==> src/rtl/escalonador_rr.sv <==
// Round-robin process scheduler and OS controller: sequences BIOS boot, context handshakes,
// quantum preemption and process retirement, and maps relative addresses into partitions.
module escalonador_rr #(
   parameter int unsigned NPROC   = 4,
   parameter int unsigned PID_W   = 2,
   parameter int unsigned QUANTUM = 16,
   parameter int unsigned QW      = 8,
   parameter int unsigned ADDR_W  = 9,
   parameter int unsigned PART    = 50,
   parameter int unsigned BASE_MI = 100,
   parameter int unsigned BASE_MD = 150
) (
   input  logic              clk,
   input  logic              reset,
   input  logic              en,
   input  logic              boot_done,
   input  logic              halt,
   input  logic              preemp_mode,
   input  logic              load_valid,
   input  logic [PID_W-1:0]  load_pid,
   input  logic              ctx_ack,
   input  logic [ADDR_W-1:0] pc_in,
   input  logic [ADDR_W-1:0] dado_in,
   output logic              Sel_BIOS,
   output logic [PID_W-1:0]  id_proc,
   output logic [PID_W-1:0]  id_proc_atual,
   output logic              Set_ctx,
   output logic              Set_pid_0,
   output logic              quantum_over,
   output logic              all_done,
   output logic [ADDR_W-1:0] ender_mi,
   output logic [ADDR_W-1:0] ender_md,
   output logic              addr_fault
);

   typedef enum logic [2:0] {
      StBoot, StSelect, StRestore, StRun, StSave, StIdle
   } state_e;

   localparam logic [PID_W-1:0] LastPid = PID_W'(NPROC - 1);
   localparam logic [QW-1:0]    QLast   = QW'(QUANTUM - 1);

   state_e            state_q, state_d;
   logic [NPROC-1:0]  alive_q, alive_d;
   logic [QW-1:0]     counter_q, counter_d;
   logic [PID_W-1:0]  id_proc_q, id_proc_d;
   logic [PID_W-1:0]  atual_q, atual_d;
   logic              sel_bios_q, sel_bios_d;
   logic              set_ctx_q, set_ctx_d;
   logic              set_pid0_q, set_pid0_d;
   logic              qover_q, qover_d;
   logic              all_done_q, all_done_d;

   logic              sel_found;
   logic [PID_W-1:0]  sel_pid;
   logic [PID_W-1:0]  cand;
   logic [31:0]       part_base;

   // Round-robin search starting after the current owner, visiting the owner itself last.
   always_comb begin
      sel_found = 1'b0;
      sel_pid   = '0;
      cand      = atual_q;
      for (int i = 0; i < int'(NPROC) - 1; i++) begin
         cand = (cand >= LastPid) ? PID_W'(1) : cand + PID_W'(1);
         if (!sel_found && alive_q[cand]) begin
            sel_found = 1'b1;
            sel_pid   = cand;
         end
      end
   end

   always_comb begin
      state_d   = state_q;
      alive_d   = alive_q;
      counter_d = counter_q;
      atual_d   = atual_q;
      qover_d   = 1'b0;
      case (state_q)
         StBoot: begin
            if (boot_done) state_d = StSelect;
         end
         StSelect: begin
            if (sel_found) begin
               state_d = StRestore;
               atual_d = sel_pid;
            end else begin
               state_d = StIdle;
            end
         end
         StRestore: begin
            if (ctx_ack) begin
               state_d   = StRun;
               counter_d = '0;
            end
         end
         StRun: begin
            if (en && counter_q != QLast) counter_d = counter_q + QW'(1);
            if (halt) begin
               alive_d[id_proc_q] = 1'b0;
               state_d            = StSelect;
            end else if (preemp_mode && en && counter_q == QLast) begin
               qover_d = 1'b1;
               state_d = StSave;
            end
         end
         StSave: begin
            if (ctx_ack) state_d = StSelect;
         end
         StIdle: begin
            if (|alive_q[NPROC-1:1]) state_d = StSelect;
         end
         default: state_d = StBoot;
      endcase
      // Applied after the halt clear so a same-cycle load keeps the slot resident.
      if (load_valid && load_pid != '0 && 32'(load_pid) < NPROC) alive_d[load_pid] = 1'b1;
      alive_d[0] = 1'b0;
   end

   always_comb begin
      sel_bios_d = (state_d == StBoot);
      set_ctx_d  = (state_d == StRestore);
      set_pid0_d = (state_d == StSave);
      all_done_d = (state_d == StIdle);
      id_proc_d  = (state_d == StRun) ? atual_d : '0;
   end

   always_ff @(posedge clk or posedge reset) begin
      if (reset) begin
         state_q    <= StBoot;
         alive_q    <= '0;
         counter_q  <= '0;
         id_proc_q  <= '0;
         atual_q    <= '0;
         sel_bios_q <= 1'b1;
         set_ctx_q  <= 1'b0;
         set_pid0_q <= 1'b0;
         qover_q    <= 1'b0;
         all_done_q <= 1'b0;
      end else begin
         state_q    <= state_d;
         alive_q    <= alive_d;
         counter_q  <= counter_d;
         id_proc_q  <= id_proc_d;
         atual_q    <= atual_d;
         sel_bios_q <= sel_bios_d;
         set_ctx_q  <= set_ctx_d;
         set_pid0_q <= set_pid0_d;
         qover_q    <= qover_d;
         all_done_q <= all_done_d;
      end
   end

   // Partition k starts (k-1)*PART above the partition-1 base; pid 0 is unmapped.
   always_comb begin
      part_base = (32'(id_proc_q) - 32'd1) * PART;
      if (id_proc_q == '0) begin
         ender_mi = pc_in;
         ender_md = dado_in;
      end else begin
         ender_mi = ADDR_W'(BASE_MI + part_base + 32'(pc_in));
         ender_md = ADDR_W'(BASE_MD + part_base + 32'(dado_in));
      end
   end

   assign addr_fault    = (id_proc_q != '0) && ((32'(pc_in) >= PART) || (32'(dado_in) >= PART));
   assign Sel_BIOS      = sel_bios_q;
   assign id_proc       = id_proc_q;
   assign id_proc_atual = atual_q;
   assign Set_ctx       = set_ctx_q;
   assign Set_pid_0     = set_pid0_q;
   assign quantum_over  = qover_q;
   assign all_done      = all_done_q;

endmodule
==> config.mk <==
export PLATFORM = sky130hd
export DESIGN_NAME = escalonador_rr
export DESIGN_NICKNAME = d
export VERILOG_FILES = /design/src/rtl/escalonador_rr.sv
export SDC_FILE = /design/constraint.sdc
export NUM_CORES = 1
export LEC_CHECK = 0
export CORE_ASPECT_RATIO = 2
export CORE_MARGIN = 4
export CORE_UTILIZATION = 46
export DETAILED_ROUTE_END_ITERATION = 10
export PLACE_DENSITY = 0.86
export SLEW_MARGIN = 25
export SYNTH_ARGS = -nofsm -noshare
export SYNTH_HDL_FRONTEND = slang
export SYNTH_SLANG_ARGS = --single-unit
==> constraint.sdc <==
create_clock -name clk -period 3.85 [get_ports clk]
set_clock_uncertainty 0.1 [all_clocks]
set_input_delay 0.77 -clock clk [delete_from_list [all_inputs] [get_ports clk]]
set_output_delay 0.77 -clock clk [all_outputs]
set_load 0.05 [all_outputs]
After elaboration in Yosys (flattened, before gate mapping)
Cells that the tools add are included.
Widths: inputs -> output; s select.
{ "totals": {"regBits": 23, "latch_bits": 0, "ram_bits": 0, "rom_bits": 0, "out_inout_bits": 28, "n_memories": 0} }
{ "classes": {"add_sub_neg": 9, "n_mul": 1, "div": 0, "n_lt_le_gt_ge": 12, "eq_ne": 13, "shift": 0, "muxes": 41, "bitwise_logic": 3, "reduce_logical": 20} }
{ "op_table": {"columns": ["cell", "n"], "rows": [
  ["$mul 32x5->8 const B", 1],
  ["$mux 3", 7],
  ["$add 9x9->9", 2],
  ["$ge 9x6->1 const B", 2],
  ["$mux 2", 9],
  ["$mux 9", 2],
  ["$pmux 3 s6", 1],
  ["$mux 8", 2],
  ["$pmux 8 s2", 1],
  ["$lt 2x3->1 const B", 5],
  ["$eq 3x2->1 const B", 4],
  ["$eq 3x3->1 const B", 4],
  ["$mux 4", 3],
  ["$mux 1", 11],
  ["$add 7x9->9 const A", 1],
  ["$add 8x9->9 const A", 1],
  ["$logic_and 1x1->1", 9],
  ["$add 8x1->8 const B", 1],
  ["$eq 8x4->1 const B", 1],
  ["$ne 8x4->1 const B", 1],
  ["$add 2x1->2 const B", 3],
  ["$bmux 1 s2", 3],
  ["$ge 2x2->1 const B", 3],
  ["$logic_not 3->1", 2],
  ["other kinds (14)", 20]
]} }

Longest topological paths before layout
{ "depth": {"depth_word": 15, "mapped_depth": 14, "ltp_nobuf": 12} }

Worst setup path before layout
OpenSTA, ideal clock, no wires.
{ "synth_timing": {"path_type": "register to output", "start": "register id_proc_q[0] (netlist: id_proc[0])", "end": "output port ender_mi[7]", "t_arrival_ns": 3.992, "t_required_ns": 2.980, "path_slack_ns": -1.012, "path_stages_with_launch": 15, "n_path_buf": 2, "cell_sequence": "dfrtp_1 -> inv_1 -> ha_1 -> clkbuf_1 -> buf_1 -> xnor2_1 -> inv_1 -> ha_1 -> inv_1 -> ha_1 -> a21oi_1 -> o21ai_0 -> a21oi_1 -> xor2_1 -> o21ai_0"} }
{ "synth_between": {"elab_chain_cells": 5, "word_cells_on_any_way": 6, "cone_classes": "add/sub: 3; mul: 1; mux: 1; reduce/logical: 1"} }
{ "synth_rtl": {"columns": ["element", "line_no", "source"], "rows": [
  ["from (decl)", "46", "logic [PID_W-1:0] id_proc_q, id_proc_d;"],
  ["from (signal assigned)", "144", "id_proc_q <= id_proc_d;"],
  ["$sub 2x1->3", "156", "part_base = (32'(id_proc_q) - 32'd1) * PART;"],
  ["$mul 32x5->8", "156", null],
  ["$add 7x9->9", "161", "ender_mi = ADDR_W'(BASE_MI + part_base + 32'(pc_in));"],
  ["$add 9x9->9", "161", null],
  ["$mux 9 *", "157", "if (id_proc_q == '0) begin"],
  ["to (decl)", "31", "output logic [ADDR_W-1:0] ender_mi,"]
]} }
Every way passes the cells marked *; elsewhere a longest branch is shown, timed or not.

Worst setup path in the final report
{ "layout_timing": {"start": "input port pc_in[4]", "end": "output port ender_mi[8]"} }
{ "layout_between": {"elab_chain_cells": 2} }
{ "layout_rtl": {"columns": ["element", "line_no", "source"], "rows": [
  ["from (decl)", "22", "input logic [ADDR_W-1:0] pc_in,"],
  ["$add 9x9->9", "161", null],
  ["$mux 9", "157", null]
]} }
Every way passes these cells.

==> flow_summary_export.csv <==
group,metric,value,unit
status,status,"complete, no violations",
logic_synthesis,synth.avg_cell_area,8.54,um2
logic_synthesis,yosys-top-cells-area,"dfrtp_1 (23%), ha_1 (19%), inv_1 (5.6%)",
timing,setup-violations-final,0,
logic_synthesis,syn-num-nets,340,
worst_setup_path,path_max_fanout,2,
logic_synthesis,synth_edf_count,0,
cts,cts_hold_buf,0,
logic_synthesis,syn_inst,275,
logic_synthesis,yosysTopAreaCell,"dfrtp_1",
worst_setup_path,crit_path_end_kind,"output port",
cts,clk_pin_slew_worst_paths,0.08,ns
worst_setup_path,crit_path_start_kind,"input port",
finish,utilization,71.7,%
cts,clk_latency,0.26,ns
floorplan,rows,36,
cts,clockBufferDepth,2,
job,cap_violations,0,
placement,hpwl,5090,um
logic_synthesis,ys_seq_elements,23,
finish,finalNonFillerCells,409,
timing,rsz0062_at_grt,"yes",
cts,cts_tree,"built",
route,vias,2344,
timing,hold_viol_final,0,
finish,diodes,0,
grt,antenna_found_initial,0,
floorplan,ioPinCount,56,
timing,tightest_slew,0.869,ns
worst_setup_path,critPathArrivalTime,2.91,ns
route,ant_nets,0,
grt,grtUsageTotal,21.3,%
logic_synthesis,ys_seq_area_share,24.6,%
cts,htreeDepth,1,
logic_synthesis,yosysTopAreaCellShare,23.5,%
cts,cts_root_buf,"clkbuf_8",
timing,slew_viol_final,0,
timing,relSlewSlack,42.0,%
route,finalWirelength,6780,um
logic_synthesis,syn_area,2350,um2
route,drc_errors,0,
route,via_per_inst,5.73,
floorplan,core,4910,um2
floorplan,die_h,109,um
cts,clock-sinks,23,
timing,max_freq,264,MHz
cts,numCtsBuffers,3,
logic_synthesis,ys.warnings.count,0,
floorplan,start_util,47.8,%
finish,syn_to_final_growth,50.0,%
logic_synthesis,synth_top_flop_cell,"dfrtp_1",
placement,gp_congestion,0.856,
floorplan,die-width,58.5,um
logic_synthesis,synth_cell_types,61,
finish,nets,418,
grt,grt_pass1_vias,2536,
timing,min_period,3.78,ns
placement,port_buffers,51,
worst_setup_path,cp.required,2.98,ns
grt,grt_pass1_wl,10800,um
logic_synthesis,synthArstFlopShare,100,%
route,wl_per_cell,16.6,um
floorplan,design.die.area,6380,um2
timing,fin_crit_sh,98.3,%
worst_setup_path,critPathKind,"in2out",
grt,overflow,0,
hold_path,hold_path.class,"reg2reg",
finish,num-fill-cells,336,
grt,grt_max_degree,32,
route,drtIter0Drc,72,
finish,final_common_cell,"buf_4",
route,firstDrtPassIters,4,
finish,layout-drive-gt1-share,29.8,%
finish,final_cell_mix,"buf_4 (33), inv_1 (30), nand2_1 (28)",
placement,place_inst,396,
timing,hold-worst-slack,0.427,ns
==> worst max-delay path, stage by stage <==
cell and delay (ns):
clkdlybuf4s50_1 0.45, ha_1 0.32, ha_1 0.33, nand2_2 0.08, a21oi_1 0.08, and4b_1 0.21
nor4_4 0.33, xnor2_2 0.17, buf_12 0.16
==> cells in the mapped netlist, drive strengths merged, types with 3 or more instances <==
master   n
nor2    15
nor3     3
nor4     5
or2      3
nand3    6
or3      5
and3     3
a211oi   5
inv     35
dfrtp   22
o21ai   23
a31oi    3
a21oi   14
xnor2   11
mux2     6
and3b    3
ha      35
buf      6
xor2     4
and2     3
nand2   29
==> sequential cells by signal (all words and copies together), names as in the netlist <==
| name | count |
|---|---|
| all_done | 1 |
| state_q | 3 |
| alive_q | 3 |
| id_proc | 2 |
| id_proc_atual | 2 |
| quantum_over | 1 |
| Set_pid_0 | 1 |
| counter_q | 8 |
| Set_ctx | 1 |
| Sel_BIOS | 1 |
==> routing by layer <==
layer	GRT usage (%)	routed length, um
met3	1.66	289
met2	44.1	4020
met5	0	0
met1	19.5	2230
met4	9.29	240
==> cell families after synthesis <==
kind of cell,Yosys count,synth area share [%]
xor gates and xnor gates,15,5.60
muxes,6,2.88
buffers and inverters,42,7.09
adders and majority gates,38,20.8
AOI/OAI and AO/OA,65,18.8
DFF,23,24.6
and+or+nand+nor,86,20.3
==> path summary, 6_finish.rpt <==
| path | depth (start not counted) | slack (ns) | from | to |
|---|---|---|---|---|
| max | 9 | 0.07 | pc_in[4] | ender_mi[8] |
| min | 1 | 0.43 | alive_q[3]$_DFF_PP0_ | alive_q[3]$_DFF_PP0_ |
| max reg2reg | 5 | 1.74 | counter_q[4]$_DFFE_PP0P_ | id_proc[0]$_DFF_PP0_ |
| min reg2reg | 1 | 0.43 | alive_q[3]$_DFF_PP0_ | alive_q[3]$_DFF_PP0_ |
| max in group asynchronous | 2 | 2.17 | reset | id_proc[0]$_DFF_PP0_ |
| min in group asynchronous | 2 | 0.89 | reset | all_done$_DFF_PP0_ |
==> what timing repair did <==
action | 4_1_cts | 5_1_grt
pin swaps | 11 | 7
buffers inserted | 8 | 1
resized for setup | 17 | 27
endpoints found under the setup margin | 5 | 4
==> layout make-up <==
cell class / count / area (um2) / share of cell area, %
inverters: 35 / 139 / 3.94
clock buffers: 4 / 45.0 / 1.28
multi-input cells: 210 / 1860 / 52.7
well taps: 57 / 71.3 / 2.03
flip-flops and latches: 23 / 579 / 16.5
repair buffers: 80 / 831 / 23.6
==> per-stage QoR <==
step	setup WS (ns)	area [um2]	setup TNS [ns]
6_report	0.0664	3520	0
5_1_grt	-0.0485	3520	-0.106
4_1_cts	-0.00126	3400	-0.00126
3_5_place_dp	-0.450	3240	-1.07
3_3_place_gp	-0.344	3240	-0.760
2_1_floorplan	-0.0409	2450	-0.0860
Power is left out: the tool's default activity adds up to more than one toggle a clock period on the data nets, which glitch-free logic cannot reach.
